==> src/rtl/uart_rx_frontend.sv <==
// uart_rx_frontend: oversampling 8N1 UART receiver feeding a one-entry
// holding register with a valid/ready handshake. Framing errors and
// overruns are reported as single-cycle pulses.
// Optional feature macro: UART_RX_MAJORITY_VOTE_EN -- when defined, every
// sample is the 2-of-3 majority of rxd_s around the bit centre, with the
// decision taken one cycle after the centre count.
module uart_rx_frontend #(
  parameter int CLKS_PER_BIT = 32
) (
  input  logic       CLK_I,
  input  logic       RST_NI,
  input  logic       RXD_I,
  input  logic       READY_I,
  output logic [7:0] DATA_O,
  output logic       VALID_O,
  output logic       FRAME_ERR_O,
  output logic       OVERRUN_O,
  output logic       BUSY_O
);

  localparam int            CW       = $clog2(CLKS_PER_BIT);
  localparam logic [CW-1:0] HALF_TGT = CW'(CLKS_PER_BIT / 2 - 1);
  localparam logic [CW-1:0] FULL_TGT = CW'(CLKS_PER_BIT - 1);

  typedef enum logic [2:0] {
    S_IDLE,
    S_START,
    S_DATA,
    S_STOP,
    S_BREAK
  } state_t;

  logic [1:0]    sync_reg;
  logic          rxd_s;
  state_t        state_reg, state_next;
  logic [CW-1:0] cnt_reg, cnt_next;
  logic [2:0]    bit_cnt_reg, bit_cnt_next;
  logic [7:0]    shift_reg, shift_next;
  logic [7:0]    data_reg;
  logic          valid_reg;
  logic          frame_err_reg;
  logic          overrun_reg;
  logic          at_target;
  logic          decide;
  logic          sample_bit;
  logic          commit;
  logic          frame_err;

  // Two-flop synchronizer for the asynchronous line, preset to idle (high).
  always_ff @(posedge CLK_I or negedge RST_NI) begin
    if (!RST_NI) begin
      sync_reg <= 2'b11;
    end else begin
      sync_reg <= {sync_reg[0], RXD_I};
    end
  end

  assign rxd_s = sync_reg[1];

  // Sample point reached: half a bit into the start bit, full bit otherwise.
  always_comb begin
    at_target = 1'b0;
    case (state_reg)
      S_START:        at_target = (cnt_reg == HALF_TGT);
      S_DATA, S_STOP: at_target = (cnt_reg == FULL_TGT);
      default:        at_target = 1'b0;
    endcase
  end

`ifdef UART_RX_MAJORITY_VOTE_EN
  logic rxd_d1_reg;
  logic rxd_d2_reg;
  logic hit_reg;

  // Keep the two previous rxd_s values and remember that the centre count was
  // hit, so the vote over (centre-1, centre, centre+1) resolves one cycle late.
  always_ff @(posedge CLK_I or negedge RST_NI) begin
    if (!RST_NI) begin
      rxd_d1_reg <= 1'b1;
      rxd_d2_reg <= 1'b1;
      hit_reg    <= 1'b0;
    end else begin
      rxd_d1_reg <= rxd_s;
      rxd_d2_reg <= rxd_d1_reg;
      hit_reg    <= at_target;
    end
  end

  assign decide     = hit_reg;
  assign sample_bit = (rxd_d2_reg & rxd_d1_reg) | (rxd_d2_reg & rxd_s) | (rxd_d1_reg & rxd_s);
`else
  assign decide     = at_target;
  assign sample_bit = rxd_s;
`endif

  // FSM state, counters and shift register.
  always_ff @(posedge CLK_I or negedge RST_NI) begin
    if (!RST_NI) begin
      state_reg   <= S_IDLE;
      cnt_reg     <= '0;
      bit_cnt_reg <= '0;
      shift_reg   <= '0;
    end else begin
      state_reg   <= state_next;
      cnt_reg     <= cnt_next;
      bit_cnt_reg <= bit_cnt_next;
      shift_reg   <= shift_next;
    end
  end

  // Next-state logic. The cycle counter free-runs inside a frame and wraps to
  // zero at each sample point; with voting, the decision cycle simply keeps
  // counting from there so the bit grid is unchanged.
  always_comb begin
    state_next   = state_reg;
    cnt_next     = cnt_reg + 1'b1;
    bit_cnt_next = bit_cnt_reg;
    shift_next   = shift_reg;
    commit       = 1'b0;
    frame_err    = 1'b0;
    if (at_target) begin
      cnt_next = '0;
    end
    case (state_reg)
      S_IDLE: begin
        cnt_next     = '0;
        bit_cnt_next = '0;
        if (!rxd_s) begin
          state_next = S_START;
        end
      end
      S_START: begin
        if (decide) begin
          if (sample_bit) begin
            state_next = S_IDLE;
          end else begin
            state_next   = S_DATA;
            bit_cnt_next = '0;
          end
        end
      end
      S_DATA: begin
        if (decide) begin
          shift_next   = {sample_bit, shift_reg[7:1]};
          bit_cnt_next = bit_cnt_reg + 1'b1;
          if (bit_cnt_reg == 3'd7) begin
            state_next = S_STOP;
          end
        end
      end
      S_STOP: begin
        if (decide) begin
          if (sample_bit) begin
            commit     = 1'b1;
            state_next = S_IDLE;
          end else begin
            frame_err  = 1'b1;
            state_next = S_BREAK;
          end
        end
      end
      S_BREAK: begin
        cnt_next = '0;
        if (rxd_s) begin
          state_next = S_IDLE;
        end
      end
      default: begin
        state_next = S_IDLE;
      end
    endcase
  end

  // Holding register: a consumer read in the commit cycle frees the slot, so
  // only a full register with no read drops the new byte.
  always_ff @(posedge CLK_I or negedge RST_NI) begin
    if (!RST_NI) begin
      data_reg      <= '0;
      valid_reg     <= 1'b0;
      frame_err_reg <= 1'b0;
      overrun_reg   <= 1'b0;
    end else begin
      frame_err_reg <= frame_err;
      overrun_reg   <= 1'b0;
      if (commit) begin
        if (!valid_reg || READY_I) begin
          data_reg  <= shift_reg;
          valid_reg <= 1'b1;
        end else begin
          overrun_reg <= 1'b1;
        end
      end else if (READY_I) begin
        valid_reg <= 1'b0;
      end
    end
  end

  assign DATA_O      = data_reg;
  assign VALID_O     = valid_reg;
  assign FRAME_ERR_O = frame_err_reg;
  assign OVERRUN_O   = overrun_reg;
  assign BUSY_O      = (state_reg != S_IDLE);

endmodule

==> config.mk <==
export PLATFORM = sky130hd
export DESIGN_NAME = uart_rx_frontend
export DESIGN_NICKNAME = d
export VERILOG_FILES = /design/src/rtl/uart_rx_frontend.sv
export SDC_FILE = /design/constraint.sdc
export NUM_CORES = 1
export LEC_CHECK = 0
export CAP_MARGIN = 40
export CORE_UTILIZATION = 55
export DETAILED_ROUTE_END_ITERATION = 8
export DONT_BUFFER_PORTS = 1
export GPL_ROUTABILITY_DRIVEN = 0
export PLACE_DENSITY = 0.7
export SYNTH_ARGS = -nofsm -noshare
export SYNTH_HDL_FRONTEND = slang
export SYNTH_SLANG_ARGS = --single-unit
==> constraint.sdc <==
create_clock -name CLK_I -period 1.9 [get_ports CLK_I]
set_input_delay 0.38 -clock CLK_I [delete_from_list [all_inputs] [get_ports CLK_I]]
set_output_delay 0.38 -clock CLK_I [all_outputs]
set_load 0.005 [all_outputs]
; Word level (Yosys, flattened, before mapping)
; Cells that the tools add are included.
[classes]
add_sub_neg = 2
eq_ne = 15
mux = 27
n_reduce_logical = 13
[ops]
columns = op, count
row1 = two-way mux 3 bit, 10
row2 = case mux 3 bit (5 select lines), 1
row3 = "inequality test 2 bit, second input constant", 7
row4 = two-way mux 1 bit, 11
row5 = two-way mux 5 bit, 2
row6 = case mux 3 bit (3 select lines), 1
row7 = "equality test 3 x 2 -> 1 bit, second input constant", 2
row8 = "equality test 3 bit, second input constant", 2
row9 = AND reduction 2 bit, 3
row10 = AND reduction 6 bit, 1
row11 = nonzero test 3 bit, 2
row12 = "adder 5 x 1 -> 5 bit, second input constant", 1
row13 = "equality test 5 x 4 -> 1 bit, second input constant", 1
row14 = "equality test 5 bit, second input constant", 1
row15 = AND reduction 4 bit, 1
row16 = OR reduction 2 bit, 2
row17 = "adder 3 x 1 -> 3 bit, second input constant", 1
row18 = "equality test 3 x 1 -> 1 bit, second input constant", 1
row19 = logical NOT 3 bit, 1
row20 = two-way mux 2 bit, 1
row21 = "inequality test 2 x 1 -> 1 bit, second input constant", 1
row22 = case mux 1 bit (2 select lines), 1
row23 = nonzero test 2 bit, 1
row24 = logical NOT 1 bit, 1
row25 = logical OR 1 bit, 1
[totals]
regBits = 32
word_cells = 66

; Logic depth before layout (Yosys ltp)
[depth]
word_depth = 7
mapped_depth = 6
mapped_depth_nobuf = 4

; Worst setup path before layout
; No wires, ideal clock.
[synth_timing]
path_kind = register to register
startpoint = reg cnt_reg[0]
endpoint = reg shift_reg[0]
setup_ns = 0.125
t_arrival_ns = 1.504
required_ns = 1.775
slack_ns = 0.271
stages_incl_launch_ff = 7
n_path_buf = 2
period_less_slack_ns = 1.629
path_cell_list = dfrtp_1 > ha_1 > and3_1 > buf_2 > and3_4 > buf_6 > mux2_4
[synth_between]
elab_chain_cells = 3
elab_cells_between_ends = 4
classes_between = eq/ne: 2 / mux: 1 / reduce/logical: 1
[synth_rtl]
columns = item, line
row1 = "start, declared", 36  ; logic [CW-1:0] cnt_reg, cnt_next;
row2 = "start signal, assigned", 105  ; cnt_reg <= cnt_next;
row3 = equality test 5 bit / equality test 5 x 4 -> 1 bit (equally long branches), "65, 64"
row4 = case mux 1 bit (2 select lines) *, 63  ; case (state_reg)
row5 = AND reduction 2 bit (no source line) *, n/a
row6 = "end signal, assigned", 107  ; shift_reg <= shift_next;
row7 = "end, declared", 38  ; logic [7:0] shift_reg, shift_next;
; Every way passes the cells marked *; elsewhere a longest branch is shown, timed or not.
; A chain may end at the register's enable or synchronous reset.

; Final worst setup path
[layout_timing]
startpoint = reg cnt_reg[0]
endpoint = reg shift_reg[7]
; The elaborated chain is that of the path after synthesis.

==> impl_metrics.csv <==
group,metric,value,unit
run_status,status,"complete, no violations",
cts,htreeDepth,2,
global_route,grt_max_degree,33,
logic_synthesis,synthFlopType,"dfrtp_1",
logic_synthesis,synth.largest_area_cell,"dfrtp_1",
routing,wirelength,2193,um
timing,period_share,90.53,%
cts,cts_tree,"built",
layout,final_cells,142,
floorplan,die_y,52.73,um
global_route,grt_antenna_before_repair,0,
routing,drcViolationCount,0,
pwr,ir_drop,708.4,uV
timing,slew_viol_final,0,
layout,fillerInstances,187,
timing,period_minus_slack,1720,ps
logic_synthesis,ys_seq_elements,32,
global_route,grt_pass1_wl,3491,um
logic_synthesis,synth_common_cells,"30 x dfrtp_1, 9 x mux2_2, 8 x nor2_1, 7 x mux2_4, 6 x nand2_1",
routing,avgRoutedWirePerCell,15.44,um
job,drv_cap,0,
routing,drtIter0Drc,15,
floorplan,rows,18,
layout,n_antenna_cell,0,
global_route,grt.total_usage,19.18,%
cts,clk_pin_slew_worst_paths,90,ps
timing,setup_viol,0,
floorplan,ios,16,
layout,syn_to_final_growth,6.012,%
logic_synthesis,seq_area_frac_synth,56.76,%
cts,cts_buffer_depth,2,
routing,drt_first_pass_iters,4,
setup_path,required,2120,ps
timing,fmax,0.5813,GHz
logic_synthesis,synth_warnings,0,
min_path,hold_path.class,"in -> reg",
logic_synthesis,synth-edff-count,0,
timing,tightestPinTransition,298.1,ps
logic_synthesis,netlist_instances,107,
logic_synthesis,synth_top_cell_area_share,53.05,%
logic_synthesis,syn-num-nets,114,
layout,fin_nets,118,
placed_design,dp_cells,132,
logic_synthesis,syn_area_per_cell,13.23,um2
pwr,p_leak,0.7423,nW
timing,final_hold_viol_count,0,
timing,rsz0062_at_grt,"no",
placed_design,dp_hpwl,1485,um
global_route,overflow,0,
routing,vias_per_cell,5.472,
routing,vias,777,
cts,cts-buffers-inserted,5,
logic_synthesis,yosysMostFrequentCell,"dfrtp_1",
timing,fin_setup_tns,0,ps
layout,fin_area,0.001500,mm2
setup_path,arrival,1940,ps
logic_synthesis,yosysUniqueCellTypes,33,
logic_synthesis,synth-async-reset-ratio,100.0,%
floorplan,die_area,0.002780,mm2
setup_path,critPathLaunchType,"register",
timing,maxSlewHeadroom,80.13,%
logic_synthesis,synth_area_leaders,"dfrtp_1 53%, mux2_4 7.4%, mux2_2 7.2%, dfstp_2 3.7%, ha_1 2.7%",
routing,ant_nets,0,
logic_synthesis,syn-cell-area,0.001415,mm2
floorplan,start_util,57.65,%
placed_design,placed_area,0.001411,mm2
setup_path,path_class,"reg -> reg",
timing,skew,8.231,ps
floorplan,die_x,52.73,um
floorplan,core,0.002455,mm2
layout,layout-drive-gt1-share,26.79,%
setup_path,critical_path_peak_fanout,11,
cts,root_buffer,"clkbuf_4",
cts,worst_skew_pair.late_latency,320,ps
setup_path,critPathCaptureType,"register",
placed_design,portBuffers,0,
global_route,grt_pass1_vias,756,
pwr,power.density,1054,mW/mm2
cts,cts.sinks,32,
## routing by layer
layer	track usage (%)	vias up	wire length, um
li1	-	380	-
met1	25.28	371	1062
met2	25.11	24	978
met3	11.30	2	137
met4	7.895	0	15
met5	0	-	0
## critical path, cell delays in order, from the launching register on
cell and delay [ps]:
dfrtp_1 370, ha_1 200, and3_1 320, and3_4 370, mux2_2 350
## what timing repair did
| action | 4_1_cts | 5_1_grt |
|---|---|---|
| hold endpoints to repair | 32 | 0 |
| hold buffers | 2 | 0 |
| buffers inserted | 0 | 0 |
| gates resized for setup | 0 | 0 |
## cell usage in the layout, fill, tap and decap left out, types with 2 or more instances in the layout
master and instances:
a21oi_1 3, clkbuf_4 5, and2b_1 2, inv_1 4, xnor2_1 2, or3_1 2, nor2_1 8, nand2_1 6
o32a_1 2, dfstp_2 2, mux2_2 9, o2bb2ai_1 2, mux2_4 7, ha_1 3, nor3_1 2, nand3_1 2
dfrtp_1 30, clkbuf_1 2
## power by group
part           switching, W  total, W  leakage, nW  internal (W)
combinational      0.000185  0.000346        0.286      0.000161
sequential        0.0000848  0.000845        0.424      0.000760
clock              0.000209  0.000391       0.0326      0.000182
## area by class of cell
| cell class | count | area (um2) | area share, % |
|---|---|---|---|
| clock buffer | 8 | 58.81 | 3.920 |
| tap | 30 | 37.54 | 2.502 |
| multi-input combinational | 65 | 548.0 | 36.53 |
| sequential | 32 | 803.3 | 53.54 |
| inverter | 4 | 15.01 | 1.001 |
| timing repair buffer | 3 | 37.54 | 2.502 |
## cells by family (layout without fill, tap and decap cells)
| group | Yosys count | after routing | share of synthesized area [%] |
|---|---|---|---|
| AOI/OAI and AO/OA | 13 | 13 | 6.986 |
| xor gates and xnor gates | 3 | 3 | 1.857 |
| adders and majority gates | 3 | 3 | 2.653 |
| buffers and inverters | 10 | 15 | 4.508 |
| DFF | 32 | 32 | 56.76 |
| muxes | 16 | 16 | 14.59 |
| and+or+nand+nor | 30 | 30 | 12.64 |
## final timing paths
| check | slack, ps | cells after the start | endpoint | startpoint |
|---|---|---|---|---|
| worst max-delay path | 180 | 4 | shift_reg[7] | cnt_reg[0] |
| max in group asynchronous | 1170 | 2 | sync_reg[0] | RST_NI |
| min in group asynchronous | 490 | 2 | OVERRUN_O | RST_NI |
| worst max register to register | 180 | 4 | shift_reg[7] | cnt_reg[0] |
| worst min register to register | 360 | 0 | sync_reg[1] | sync_reg[0] |
| worst min-delay path | 50 | 0 | sync_reg[0] | RXD_I |
## stage by stage
stage,worst slack [ps],util [%],hold slack (ps),total power (W)
2_1_floorplan,271.1,-,84.41,0.001142
3_3_place_gp,240.3,57.49,85.25,0.001162
3_5_place_dp,180.7,57.49,85.21,0.001182
4_1_cts,173.2,61.11,29.99,0.001599
5_1_grt,83.91,61.11,5.278,0.001698
6_report,179.8,61.11,49.90,0.001582
Note: power is estimated with default switching activity, not from simulation.
